==> src/rtl/johnson_pkg.sv <==
// Shared Johnson-code helpers and decoder FSM encoding.
// Functions take the code zero-extended to 32 bits plus the real code width.
package johnson_pkg;

    typedef enum logic {
        ST_HUNT   = 1'b0,
        ST_LOCKED = 1'b1
    } jd_state_e;

    // Legal Johnson codes are exactly those with at most one adjacent-bit transition.
    function automatic logic jc_is_legal(input logic [31:0] code, input int unsigned bits);
        int unsigned trans;
        trans = 0;
        for (int unsigned i = 0; i < 31; i++) begin
            if ((i + 1 < bits) && (code[i] != code[i+1])) trans++;
        end
        return (trans < 2);
    endfunction

    function automatic int unsigned jc_to_idx(input logic [31:0] code, input int unsigned bits);
        int unsigned p;
        logic        msb;
        p   = 0;
        msb = 1'b0;
        for (int unsigned i = 0; i < 32; i++) begin
            if (i < bits && code[i]) p++;
            if (i == bits - 1) msb = code[i];
        end
        return (msb | ~code[0]) ? p : (2 * bits - p);
    endfunction

    function automatic int unsigned jc_next_idx(input int unsigned idx, input int unsigned bits);
        return (idx + 1 >= 2 * bits) ? 0 : idx + 1;
    endfunction

endpackage

==> src/rtl/johnson_decoder_if.sv <==
// Sample/status bundle between a Johnson-code source and johnson_decoder.
// onehot_out exists only when JOHNSON_DEC_ONEHOT_EN is defined.
interface johnson_decoder_if #(
    parameter int unsigned BITS  = 4,
    parameter int unsigned ERR_W = 8
);
    localparam int unsigned IDX_W = $clog2(2 * BITS);

    logic             in_valid;
    logic [BITS-1:0]  j_in;
    logic             err_clr;
    logic [IDX_W-1:0] idx_out;
    logic             idx_valid;
    logic             legal;
    logic             seq_err;
    logic             locked;
    logic [ERR_W-1:0] err_cnt;
`ifdef JOHNSON_DEC_ONEHOT_EN
    logic [2*BITS-1:0] onehot_out;
`endif

    modport master (
        output in_valid, j_in, err_clr,
        input  idx_out, idx_valid, legal, seq_err, locked, err_cnt
`ifdef JOHNSON_DEC_ONEHOT_EN
        , input onehot_out
`endif
    );

    modport slave (
        input  in_valid, j_in, err_clr,
        output idx_out, idx_valid, legal, seq_err, locked, err_cnt
`ifdef JOHNSON_DEC_ONEHOT_EN
        , output onehot_out
`endif
    );

endinterface

==> src/rtl/johnson_code_check.sv <==
// Combinational Johnson-code legality check and binary index decode.
module johnson_code_check
    import johnson_pkg::*;
#(
    parameter int unsigned BITS  = 4,
    parameter int unsigned IDX_W = $clog2(2 * BITS)
) (
    input  logic [BITS-1:0]  j_in,
    output logic             legal,
    output logic [IDX_W-1:0] idx
);

    always_comb begin
        legal = jc_is_legal(32'(j_in), BITS);
        idx   = IDX_W'(jc_to_idx(32'(j_in), BITS));
    end

endmodule

==> src/rtl/johnson_decoder.sv <==
// Johnson-code receiver: decode, legality/sequence check, lock FSM, saturating error count.
// Optional one-hot index output enabled by JOHNSON_DEC_ONEHOT_EN.
module johnson_decoder
    import johnson_pkg::*;
#(
    parameter int unsigned BITS  = 4,
    parameter int unsigned ERR_W = 8
) (
    input logic          clk,
    input logic          reset_n,
    johnson_decoder_if.slave bus
);

    localparam int unsigned IDX_W   = $clog2(2 * BITS);
    localparam int unsigned SEQ_LEN = 2 * BITS;

    logic             chk_legal;
    logic [IDX_W-1:0] chk_idx;

    johnson_code_check #(
        .BITS  (BITS),
        .IDX_W (IDX_W)
    ) u_code_check (
        .j_in  (bus.j_in),
        .legal (chk_legal),
        .idx   (chk_idx)
    );

    jd_state_e        state_q;
    logic [IDX_W-1:0] prev_q;
    logic [IDX_W-1:0] idx_q;
    logic             idx_valid_q;
    logic             legal_q;
    logic             seq_err_q;
    logic [ERR_W-1:0] err_cnt_q;
`ifdef JOHNSON_DEC_ONEHOT_EN
    logic [SEQ_LEN-1:0] onehot_q;
`endif

    logic step_err;
    logic sample_err;

    // A repeat of the same code also counts as out of step.
    always_comb begin
        step_err   = chk_legal && (state_q == ST_LOCKED) &&
                     (chk_idx != IDX_W'(jc_next_idx(32'(prev_q), BITS)));
        sample_err = bus.in_valid && (!chk_legal || step_err);
    end

    always_ff @(posedge clk or negedge reset_n) begin
        if (!reset_n) begin
            state_q     <= ST_HUNT;
            prev_q      <= '0;
            idx_q       <= '0;
            idx_valid_q <= 1'b0;
            legal_q     <= 1'b0;
            seq_err_q   <= 1'b0;
            err_cnt_q   <= '0;
`ifdef JOHNSON_DEC_ONEHOT_EN
            onehot_q    <= '0;
`endif
        end else begin
            idx_valid_q <= bus.in_valid;
            seq_err_q   <= sample_err;
            if (bus.in_valid) begin
                legal_q <= chk_legal;
                if (chk_legal) begin
                    idx_q   <= chk_idx;
                    prev_q  <= chk_idx;
                    state_q <= ST_LOCKED;
`ifdef JOHNSON_DEC_ONEHOT_EN
                    onehot_q <= SEQ_LEN'(1) << chk_idx;
`endif
                end else begin
                    state_q <= ST_HUNT;
`ifdef JOHNSON_DEC_ONEHOT_EN
                    onehot_q <= '0;
`endif
                end
            end
            // Clear wins over a same-cycle error.
            if (bus.err_clr) begin
                err_cnt_q <= '0;
            end else if (sample_err && (err_cnt_q != {ERR_W{1'b1}})) begin
                err_cnt_q <= err_cnt_q + ERR_W'(1);
            end
        end
    end

    assign bus.idx_out   = idx_q;
    assign bus.idx_valid = idx_valid_q;
    assign bus.legal     = legal_q;
    assign bus.seq_err   = seq_err_q;
    assign bus.locked    = (state_q == ST_LOCKED);
    assign bus.err_cnt   = err_cnt_q;
`ifdef JOHNSON_DEC_ONEHOT_EN
    assign bus.onehot_out = onehot_q;
`endif

endmodule

==> src/flat_wrapper.sv <==
// flat-port wrapper written by rule: the top's interface ports become plain ports
module johnson_decoder_flat import johnson_pkg::*;
#(
    parameter int unsigned BITS  = 4,
    parameter int unsigned ERR_W = 8
)
  (clk, reset_n, bus_in_valid, bus_j_in, bus_err_clr, bus_idx_out, bus_idx_valid, bus_legal, bus_seq_err, bus_locked, bus_err_cnt);
  johnson_decoder_if #(.BITS(BITS), .ERR_W(ERR_W)) bus_i ();
  input logic clk;
  input logic reset_n;
  input wire logic [$bits(bus_i.in_valid)-1:0] bus_in_valid;
  input wire logic [$bits(bus_i.j_in)-1:0] bus_j_in;
  input wire logic [$bits(bus_i.err_clr)-1:0] bus_err_clr;
  output wire logic [$bits(bus_i.idx_out)-1:0] bus_idx_out;
  output wire logic [$bits(bus_i.idx_valid)-1:0] bus_idx_valid;
  output wire logic [$bits(bus_i.legal)-1:0] bus_legal;
  output wire logic [$bits(bus_i.seq_err)-1:0] bus_seq_err;
  output wire logic [$bits(bus_i.locked)-1:0] bus_locked;
  output wire logic [$bits(bus_i.err_cnt)-1:0] bus_err_cnt;
  assign bus_i.in_valid = bus_in_valid;
  assign bus_i.j_in = bus_j_in;
  assign bus_i.err_clr = bus_err_clr;
  assign bus_idx_out = bus_i.idx_out;
  assign bus_idx_valid = bus_i.idx_valid;
  assign bus_legal = bus_i.legal;
  assign bus_seq_err = bus_i.seq_err;
  assign bus_locked = bus_i.locked;
  assign bus_err_cnt = bus_i.err_cnt;
  johnson_decoder #(.BITS(BITS), .ERR_W(ERR_W)) u_core (.clk(clk), .reset_n(reset_n), .bus(bus_i));
endmodule
==> config.mk <==
export PLATFORM = sky130hd
export DESIGN_NAME = johnson_decoder_flat
export DESIGN_NICKNAME = d
export VERILOG_FILES = /design/src/rtl/johnson_pkg.sv /design/src/rtl/johnson_decoder_if.sv /design/src/rtl/johnson_code_check.sv /design/src/rtl/johnson_decoder.sv /design/src/flat_wrapper.sv
export SDC_FILE = /design/constraint.sdc
export NUM_CORES = 1
export LEC_CHECK = 0
export BUFFER_PORTS_ARGS = -buffer_cell sky130_fd_sc_hd__buf_4
export CELL_PAD_IN_SITES_DETAIL_PLACEMENT = 1
export CELL_PAD_IN_SITES_GLOBAL_PLACEMENT = 1
export CORE_MARGIN = 3
export CORE_UTILIZATION = 40
export DETAILED_ROUTE_END_ITERATION = 16
export GPL_ROUTABILITY_DRIVEN = 1
export GPL_TIMING_DRIVEN = 0
export PLACE_DENSITY_LB_ADDON = 0.1
export SKIP_LAST_GASP = 1
export SYNTH_ARGS = -nofsm -noshare
export SYNTH_HDL_FRONTEND = slang
export SYNTH_SLANG_ARGS = --single-unit
==> constraint.sdc <==
create_clock -name clk -period 4.45 [get_ports clk]
set_clock_uncertainty 0.2 [all_clocks]
set_input_delay 0.445 -clock clk [delete_from_list [all_inputs] [get_ports clk]]
set_output_delay 0.445 -clock clk [all_outputs]
set_load 0.005 [all_outputs]
==> run_results.csv <==
group,metric,value,unit
outcome,status,"finished clean",
placed_design,globalplace.congestion,0.718,
worst_setup_path,arrival,3.47,ns
worst_setup_path,r2r_start,"u_core.prev_q[0]$_DFFE_PN0P_",
global_route,grt_first_pass_wirelength,4.53,mm
yosys,synth_cell_types,38,
drt,drc,0,
timing,timing.final.crit_share,0.785,
worst_setup_path,rr_worst_depth,8,
die,coreArea,2340,µm²
cells_and_area,drive_gt1_frac,0.279,
timing,worst_pin_slew,0.518,ns
cells_and_area,finalNetCount,151,
cells_and_area,multiInputGateArea,624,µm²
die,num_rows,17,
yosys,synth_mux_area_frac,0.0734,
worst_setup_path,timing.critical_path.buf_inv,3,
worst_setup_path,required,4.43,ns
worst_setup_path,path_cells,"buf_4 -> inv_1 -> ha_1 -> xor2_1 -> ha_1 -> mux2i_1 -> ha_1 -> o31ai_2 -> xor3_1 -> o211a_4 -> buf_6 -> nor4_4 -> mux2_1",
yosys,syn_area,1040,µm²
worst_setup_path,crit_fanout,10,
worst_setup_path,start_kind,"primary input",
min_path,hold_path.class,"primary input to register",
yosys,synthCells,111,
min_path,holdPathStages,1,
yosys,synth_xor_area_frac,0.0650,
die,die_x,57.0,µm
cells_and_area,fin_util,0.543,
yosys,synth_fp_nets,125,
timing,slew_headroom,0.655,
clock_tree,cts_sinks,14,
power,vdd_drop_max,0.000192,V
placed_design,port_buffers,20,
yosys,synth_compound_area_frac,0.142,
yosys,synth_area_per_cell,9.37,µm²
yosys,seq_area_frac_synth,0.337,
global_route,grt_pass1_vias,991,
drt,num_vias,916,
yosys,synth-simple-area-share,0.248,
drt,drt_iter0_markers,32,
yosys,yosysWarnings,0,
cells_and_area,area_growth,22.3,%
timing,drv_slew,0,
worst_setup_path,crit_cells,13,
worst_setup_path,cp-startpoint,"bus_j_in[0]",
clock_tree,clockBufferDepth,2,
drt,wl,2.49,mm
die,num_io_pins,23,
die,die_area,3250,µm²
die,start_util,0.444,
timing,fin_ws,0.957,ns
timing,setup_viol,0,
clock_tree,ctsRootBufferMaster,"clkbuf_4",
timing,period_needed,3.49,ns
timing,fmaxAchievable,0.286,GHz
clock_tree,cts_setup_buffers,0,
cells_and_area,n_fill_cell,291,
min_path,min_from,"bus_in_valid",
placed_design,hpwl,1.94,mm
timing,fin_setup_tns,0,ns
timing,rsz0062_at_grt,"false",
timing,hold_violations,0,
worst_setup_path,crit_slowest_cell,"xor3_1",
drt,vias_per_cell,5.59,
yosys,synth-adder-area-share,0.0722,
yosys,synth_top_family_by_area,"simple AND/OR/NAND/NOR gates",
worst_setup_path,path_delay_family,"adder cells",
power,powerDensity,308,nW/µm²
placed_design,dp_slack,0.624,ns
die,die_y,57.0,µm
global_route,grt_max_degree,15,
global_route,overflow,0,
drt,routedWlPerCell,15.2,µm
drt,postRouteAntennaNets,0,
drt,dr.pass1.iters,4,
clock_tree,clock_latency,0.28,ns
worst_setup_path,path_common_cell,"ha_1",
yosys,synth-seq-cells,14,
run,cap_violations,0,
worst_setup_path,crit_path_end_kind,"register",
clock_tree,clkTransAtPathRegs,0.10,ns
clock_tree,cts_buffers,3,
cells_and_area,ff_latch_area,350,µm²
global_route,track_usage,0.175,
worst_setup_path,criticalPathCategory,"primary input to register",
clock_tree,cts_tree,"yes",
worst_setup_path,cp_slowest_stage_delay,0.49,ns
cells_and_area,n_antenna_cell,0,
global_route,antenna_found_initial,0,
power,power.leakage,0.607,nW
clock_tree,htree_levels,1,
## through the flow
stage          hold slack (ns)  power [W]  instance area (µm²)  cells
4_1_cts                 0.0845   0.000397                 1270    164
6_report                0.0958   0.000391                 1270    164
2_1_floorplan          -0.0506   0.000249                 1040    111
3_3_place_gp             0.105   0.000293                 1220    159
5_1_grt                 0.0848   0.000425                 1270    164
3_5_place_dp             0.108   0.000301                 1220    159
## cells in the final DEF (no fill, tap or decap), types with 2 or more instances in the layout
| master | n |
|---|---|
| inv_1 | 6 |
| buf_4 | 21 |
| mux2_2 | 4 |
| nand3_1 | 4 |
| nor2_1 | 7 |
| mux2i_1 | 2 |
| clkbuf_1 | 2 |
| ha_1 | 6 |
| nor2b_1 | 6 |
| o21ai_0 | 5 |
| clkbuf_4 | 3 |
| xor2_1 | 3 |
| nand2_1 | 13 |
| o31ai_1 | 3 |
| dfrtp_1 | 14 |
| xnor2_1 | 2 |
| or4_1 | 3 |
| buf_6 | 2 |
| nand2b_1 | 2 |
| a21oi_1 | 7 |
## where the power goes
part	internal, W	switching (W)
logic	0.0000718	0.0000693
clock network	0.0000498	0.0000438
registers	0.000140	0.0000165
## registers in the layout (all words and copies together) (netlist names)
signal	count
u_core.bus.legal	1
u_core.prev_q	3
u_core.bus.seq_err	1
u_core.bus.err_cnt	8
u_core.bus.idx_valid	1
## path summary, 6_finish.rpt
path	slack, ns	end
worst min register to register	0.39	u_core.bus.err_cnt[7]$_DFFE_PN0P_
worst max register to register	1.95	u_core.bus.err_cnt[6]$_DFFE_PN0P_
worst max-delay path	0.96	u_core.bus.err_cnt[6]$_DFFE_PN0P_
min in group asynchronous	0.35	u_core.bus.err_cnt[4]$_DFFE_PN0P_
worst min-delay path	0.1	u_core.bus.idx_valid$_DFF_PN0_
max in group asynchronous	3.52	u_core.bus.err_cnt[1]$_DFFE_PN0P_
## kinds of logic after synthesis
| group | count (synthesis) |
|---|---|
| muxes | 7 |
| buffers and inverters | 12 |
| xor gates and xnor gates | 6 |
| adders and majority gates | 6 |
| and+or+nand+nor | 45 |
| DFF | 14 |
| AOI/OAI and AO/OA | 21 |
## timing repair
item / CTS / global route
setup endpoints to repair: 0 / 0
hold endpoints to repair: 14 / 0
hold buffers: 1 / 0
gates resized for setup: 0 / 0
## cell usage after synthesis
cell	number	share of area
o31ai_2	1	0.012
or3b_1	1	0.0084
nand2b_1	2	0.012
a311o_1	1	0.0096
xor2_1	3	0.025
xor3_1	1	0.023
o211a_1	1	0.0096
buf_6	2	0.022
or4_1	3	0.022
dfrtp_1	14	0.34
o21ai_0	5	0.024
nand3_1	4	0.019
inv_1	6	0.022
o211a_4	1	0.017
and3_1	1	0.0060
nand2_1	13	0.047
buf_4	1	0.0072
mux2_2	4	0.043
mux2_1	1	0.011
or3_1	1	0.0060
mux2i_1	2	0.019
nor3_1	1	0.0048
buf_2	1	0.0048
nor4_4	1	0.020
nor4b_1	1	0.0084
xnor2_1	2	0.017
nor2_1	7	0.025
ha_1	6	0.072
o31ai_1	3	0.022
o22ai_1	1	0.0060
clkbuf_1	2	0.0072
a21oi_1	7	0.034
nand2b_4	1	0.013
or2_2	1	0.0060
nor2b_1	6	0.036
and3_2	1	0.0072
nand4_1	1	0.0060
o31a_1	1	0.0084
## cell type report
cell class	instances	share of cell area
Multi-Input combinational cell	85	0.491
Sequential cell	14	0.276
Timing Repair Buffer	21	0.126
Buffer	6	0.0335
Clock buffer	4	0.0285
Tap cell	28	0.0276
Inverter	6	0.0177
## layer usage
layer  global-route usage  vias up  part of all wire
li1                     -      440                 -
met2                0.292       22              0.49
met3               0.0475        6             0.048
met5                    0        -                 0
met1                0.228      448              0.45
met4               0.0364        0             0.012
Power figures use the tool's default switching activity.
